File: src/rtl/byte_thresholding_pkg.sv
// Shared defaults and types for the byte thresholding comparator.
//   WIDTH       : sample / output width
//   DEFAULT_THR : threshold used until the first calibration sample
//   ON_VALUE    : output code for "pixel on" (must be non-zero)
//   sample_t    : one pixel sample
package byte_thresholding_pkg;

  localparam int              WIDTH       = 8;
  localparam logic [WIDTH-1:0] DEFAULT_THR = 8'h80;
  localparam logic [WIDTH-1:0] ON_VALUE    = 8'hFF;

  typedef logic [WIDTH-1:0] sample_t;

endpackage

File: src/rtl/byte_thresholding_minmax_tracker.sv
// Running min/max of calibration samples plus their rounded midpoint.
//   clk, rst_n : clock, async active-low reset
//   load_i     : first calibration cycle, restart min/max from sample_i
//   update_i   : calibration cycle, fold sample_i into min/max
//   sample_i   : incoming byte
//   mid_o      : (new_min + new_max + 1) >> 1, from this cycle's updated values
module byte_thresholding_minmax_tracker
  import byte_thresholding_pkg::*;
#(
  parameter int WIDTH = byte_thresholding_pkg::WIDTH
) (
  input  logic             clk,
  input  logic             rst_n,
  input  logic             load_i,
  input  logic             update_i,
  input  logic [WIDTH-1:0] sample_i,
  output logic [WIDTH-1:0] mid_o
);

  logic [WIDTH-1:0] min_q, min_d;
  logic [WIDTH-1:0] max_q, max_d;
  logic [WIDTH:0]   sum;

  always_comb begin
    min_d = min_q;
    max_d = max_q;
    if (load_i) begin
      min_d = sample_i;
      max_d = sample_i;
    end else if (update_i) begin
      min_d = (sample_i < min_q) ? sample_i : min_q;
      max_d = (sample_i > max_q) ? sample_i : max_q;
    end
  end

  // One extra bit holds the carry, so the midpoint of FF/FF stays FF.
  assign sum   = {1'b0, min_d} + {1'b0, max_d} + {{WIDTH{1'b0}}, 1'b1};
  assign mid_o = WIDTH'(sum >> 1);

  always_ff @(posedge clk or negedge rst_n) begin
    if (!rst_n) begin
      min_q <= '1;
      max_q <= '0;
    end else begin
      min_q <= min_d;
      max_q <= max_d;
    end
  end

endmodule

File: src/rtl/byte_thresholding.sv
// Binarising comparator for the pixel stream. mode=1 calibrates the threshold
// from the min/max of incoming bytes; mode=0 emits ON_VALUE or 0 per byte,
// one cycle later, with an optional hysteresis hold band.
//   clk, rst_n : clock, async active-low reset
//   mode       : 1 = calibrate, 0 = run
//   ip_byte    : sample, valid every cycle
//   t_op       : registered result, ON_VALUE or 0
module byte_thresholding
  import byte_thresholding_pkg::*;
#(
  parameter int               WIDTH       = byte_thresholding_pkg::WIDTH,
  parameter logic [WIDTH-1:0] DEFAULT_THR = byte_thresholding_pkg::DEFAULT_THR,
  parameter int               HYST        = 0,
  parameter logic [WIDTH-1:0] ON_VALUE    = byte_thresholding_pkg::ON_VALUE
) (
  input  logic             clk,
  input  logic             rst_n,
  input  logic             mode,
  input  logic [WIDTH-1:0] ip_byte,
  output logic [WIDTH-1:0] t_op
);

  localparam logic [WIDTH:0] HYST_W = (WIDTH+1)'(HYST);

  logic             mode_q;
  logic             cal_valid_q;
  logic [WIDTH-1:0] thr_q, thr_d;
  logic [WIDTH-1:0] t_op_q, t_op_d;
  logic [WIDTH-1:0] mid;
  logic [WIDTH-1:0] thr_eff;
  logic [WIDTH:0]   hi_sum, lo_diff;
  logic [WIDTH-1:0] thr_hi, thr_lo;
  logic             cal_entry;

  assign cal_entry = mode & ~mode_q;

  byte_thresholding_minmax_tracker #(.WIDTH(WIDTH)) u_minmax (
    .clk      (clk),
    .rst_n    (rst_n),
    .load_i   (cal_entry),
    .update_i (mode),
    .sample_i (ip_byte),
    .mid_o    (mid)
  );

  assign thr_eff = cal_valid_q ? thr_q : DEFAULT_THR;

  // Bounds are formed with a spare top bit: a carry saturates high,
  // a borrow saturates low.
  assign hi_sum  = {1'b0, thr_eff} + HYST_W;
  assign lo_diff = {1'b0, thr_eff} - HYST_W;
  assign thr_hi  = hi_sum[WIDTH]  ? '1 : hi_sum[WIDTH-1:0];
  assign thr_lo  = lo_diff[WIDTH] ? '0 : lo_diff[WIDTH-1:0];

  always_comb begin
    thr_d  = thr_q;
    t_op_d = t_op_q;
    if (mode) begin
      thr_d  = mid;
      t_op_d = '0;
    end else if (ip_byte >= thr_hi) begin
      t_op_d = ON_VALUE;
    end else if (ip_byte < thr_lo) begin
      t_op_d = '0;
    end
  end

  always_ff @(posedge clk or negedge rst_n) begin
    if (!rst_n) begin
      mode_q      <= 1'b0;
      cal_valid_q <= 1'b0;
      thr_q       <= DEFAULT_THR;
      t_op_q      <= '0;
    end else begin
      mode_q      <= mode;
      cal_valid_q <= cal_valid_q | mode;
      thr_q       <= thr_d;
      t_op_q      <= t_op_d;
    end
  end

  assign t_op = t_op_q;

endmodule

File: config.mk
export PLATFORM = sky130hd
export DESIGN_NAME = byte_thresholding
export DESIGN_NICKNAME = d
export VERILOG_FILES = /design/src/rtl/byte_thresholding_pkg.sv /design/src/rtl/byte_thresholding_minmax_tracker.sv /design/src/rtl/byte_thresholding.sv
export SDC_FILE = /design/constraint.sdc
export NUM_CORES = 1
export LEC_CHECK = 0
export BUFFER_PORTS_ARGS = -buffer_cell sky130_fd_sc_hd__buf_2
export CAP_MARGIN = 20
export CELL_PAD_IN_SITES_DETAIL_PLACEMENT = 1
export CELL_PAD_IN_SITES_GLOBAL_PLACEMENT = 1
export CORE_MARGIN = 1.5
export CORE_UTILIZATION = 49
export DETAILED_ROUTE_END_ITERATION = 10
export GPL_TIMING_DRIVEN = 0
export PLACE_DENSITY_LB_ADDON = 0.1
export SLEW_MARGIN = 20
export SYNTH_ARGS = -nofsm -noshare
export SYNTH_HDL_FRONTEND = slang
export SYNTH_SLANG_ARGS = --single-unit
export TNS_END_PERCENT = 1
File: constraint.sdc
create_clock -name clk -period 7.3 [get_ports clk]
set_input_delay 1.095 -clock clk [delete_from_list [all_inputs] [get_ports clk]]
set_output_delay 1.095 -clock clk [all_outputs]
set_load 0.005 [all_outputs]
==> run metrics <==
Diodes inserted 0; routing usage on met3 2.500%; area grow syn2layout 9.681%; routed vias 1641; sequential share of power 31.7%; Worst Tran Pin Value 0.7032 ns; layout cells sized above 1 20.75%; post-synthesis sequential area ratio 33.64%; initial antenna violation count 0; final instance area 0.002240 mm2; met1 Use GR 31.45%; Int Power 0.4490 mW; Vias/cell 5.639; Rows 23; vias in the first global route 1672; post-synth top area cell dfrtp_1; global-route usage over all layers 23.86%; slew margin rel. 53.12%; clock power share 11.8%; worst clock skew 0.004323 ns; CTS tree done; Setup Viol. Count Final 0; WS Path Type input port to flip-flop; PostCTS Resize Cnt 0; DRC viols 0; Max H-tree Level 1; GR peak layer met2; pin count of the biggest net entering global routing 28; mapped cell area 0.002042 mm2; Commonest cells post-synth ha_1 (28), inv_1 (25), nand2_1 (21); unrepaired setup endpoints after global routing false; Final period util 62.34%; setup_tns 0 ns; die width 67.56 um; clk buf depth 2; Yosys reg bits 27; Fillers 486; M2 GR Usage 41.91%; CORE AREA 0.004000 mm2; class of the worst hold path flip-flop to flip-flop; total CTS buffers 3; worst setup margin 2.750 ns; adder-cell area share of the yosys netlist 18.63%; family with the most delay on the worst path compound AO/OA/AOI/OAI gates; number of synthesized flops with an enable pin 0; Die H 67.56 um; Tmin final 4.550 ns; status complete, no violations; CTS Sinks 27; WP data required 7.50 ns; synth unique cells 49; count leader, synth ha_1; Startpoint Class input port; Top FF cell, synth dfrtp_1; crit path buf inv count 3; syn_nets 259; CTS clk-pin slew, worst paths 0.10 ns; # hold bufs at CTS 0; Root Buffer clkbuf_8; Leak 1.133 nW; WL/cell 16.95 um; Worst path max stage delay 0.64 ns; I/O pins 19; Post-Synth XOR/XNOR Area 2.145%; IO buf count 18; dpl ws 2.443 ns; Remaining Overflow, GRT 0; Max-Cap Viols 0; Antenna Nets Post-Route 0; Critical Path Fanout Max 10; global-route wire length before repair 8059 um; Logic pwr share 56.6%; slowest CP cell a221oi_2; # Post-CTS Setup Buffers 0; main combinational cell family by area after synthesis adder cells; Ys Warns 0; CP most frequent cell ha_1; fraction of registers with async set/reset 100.0%; drt initial violations 44; VDD IR-drop max 0.1388 mV; routability congestion estimate 0.8502; Starting Density 51.05%; post-synthesis mux area share 5.331%; Fin. Hold Viols 0; nets@finish 282; Switch Pwr 0.3041 mW; Placed Area 0.002195 mm2; worst-path cell chain buf_2 -> ha_1 -> a211oi_1 -> o21bai_1 -> a221oi_2 -> clkbuf_1 -> o21ai_0 -> ha_1 -> inv_1 -> o21a_1 -> maj3_1 -> o21ai_1 -> nand2_1 -> a41oi_1; post-synthesis simple-gate area fraction 14.28%; CP Capture Type flip-flop; top post-synthesis cells by area dfrtp_1 (22%), ha_1 (17%), dfstp_2 (12%); routed wire length 4932 um; Synth Area in Compound Gates 18.08%; drt pass-1 iters 4; Power Density 336.3 mW/mm2; Final Util 55.99%; Die ar. 0.004564 mm2; CP arrival 4.75 ns; Achievable Freq 219.8 MHz; fin. max-slew vios 0; syn avg cell area 9.324 um2; top cell type's share of synthesized area 22.06%; Synth Instances 219; dpl hpwl 4028 um; Sw Share 40.38%; Worst-Skew Late Latency 0.27 ns
-- worst paths after layout --
path	start	endpoint	cells after the start	slack, ns
worst max-delay path	ip_byte[5]	thr_q[7]$_DFFE_PN1P_	14	2.75
worst min-delay path	thr_q[6]$_DFFE_PN0P_	thr_q[6]$_DFFE_PN0P_	2	0.50
worst max register to register	u_minmax.min_q[2]$_DFF_PN1_	thr_q[7]$_DFFE_PN1P_	14	3.17
worst min register to register	thr_q[6]$_DFFE_PN0P_	thr_q[6]$_DFFE_PN0P_	2	0.50
max in group asynchronous	rst_n	thr_q[4]$_DFFE_PN0P_	1	6.07
min in group asynchronous	rst_n	u_minmax.max_q[1]$_DFF_PN0_	1	0.82
-- worst reg2reg max path, delay by kind of cell (launching register included) --
family          cells  cell delay (ns)
compound gates      7             1.84
flops               1             0.54
fa+ha+maj           3             1.03
simple gates        1             0.10
buf+inv             3             0.54
-- layout by cell type, fill, tap and decap left out, drive strengths merged, types with 3 or more instances in the layout --
master,netlist,layout
dfrtp,18,18
nor3,3,3
nor2b,3,3
o21ai,16,16
a211oi,3,3
nand2,21,21
inv,25,25
buf,7,25
mux2,7,7
clkbuf,4,8
xnor2,4,4
ha,28,28
mux2i,3,3
a21oi,8,8
nand4,3,3
and2,3,3
dfstp,9,9
a21o,9,9
nor2,13,13
-- power by group through the flow --
stage / clock, mW / combinational (mW) / sequential [mW]
after floorplan: 0 / 0.321 / 0.231
after global placement: 0 / 0.400 / 0.238
after detailed placement: 0 / 0.427 / 0.242
after CTS: 0.0891 / 0.431 / 0.239
after global routing: 0.0988 / 0.480 / 0.245
final: 0.0886 / 0.426 / 0.239
-- final cells by class --
class,instances,area [um2],area share (%)
Sequential cell,27,686.9,30.67
Inverter,25,93.84,4.190
Tap cell,50,62.56,2.793
Buffer,11,67.56,3.017
Timing Repair Buffer,18,90.09,4.022
Clock buffer,4,45.04,2.011
Multi-Input combinational cell,156,1194,53.30
-- state kept, by name (all words and copies together), names as in the netlist --
name / count
t_op: 1
u_minmax.max_q: 8
thr_q: 8
cal_valid_q: 1
mode_q: 1
u_minmax.min_q: 8
-- metal layers --
layer	vias up	wire length [um]
met5	-	0
met4	0	25
met3	2	89
met2	13	2491
met1	821	2326
li1	805	-
-- per-stage QoR --
step | power (mW) | hold slack [ns] | cells
final | 0.7531 | 0.5038 | 291
after global routing | 0.8234 | 0.5307 | 291
after CTS | 0.7588 | 0.5096 | 291
after detailed placement | 0.6690 | 0.4870 | 287
after global placement | 0.6387 | 0.4800 | 287
after floorplan | 0.5522 | 0.4456 | 219
-- kinds of logic (layout without fill, tap and decap cells) --
logic type | after synthesis | count (layout)
AO/OA/AOI/OAI | 53 | 53
adder cells (fa/ha/maj) | 30 | 30
XOR/XNOR | 5 | 5
buffers and inverters | 36 | 58
AND/OR/NAND/NOR | 58 | 58
flip-flops | 27 | 27
multiplexers | 10 | 10
(Power assumes the default switching activity.)
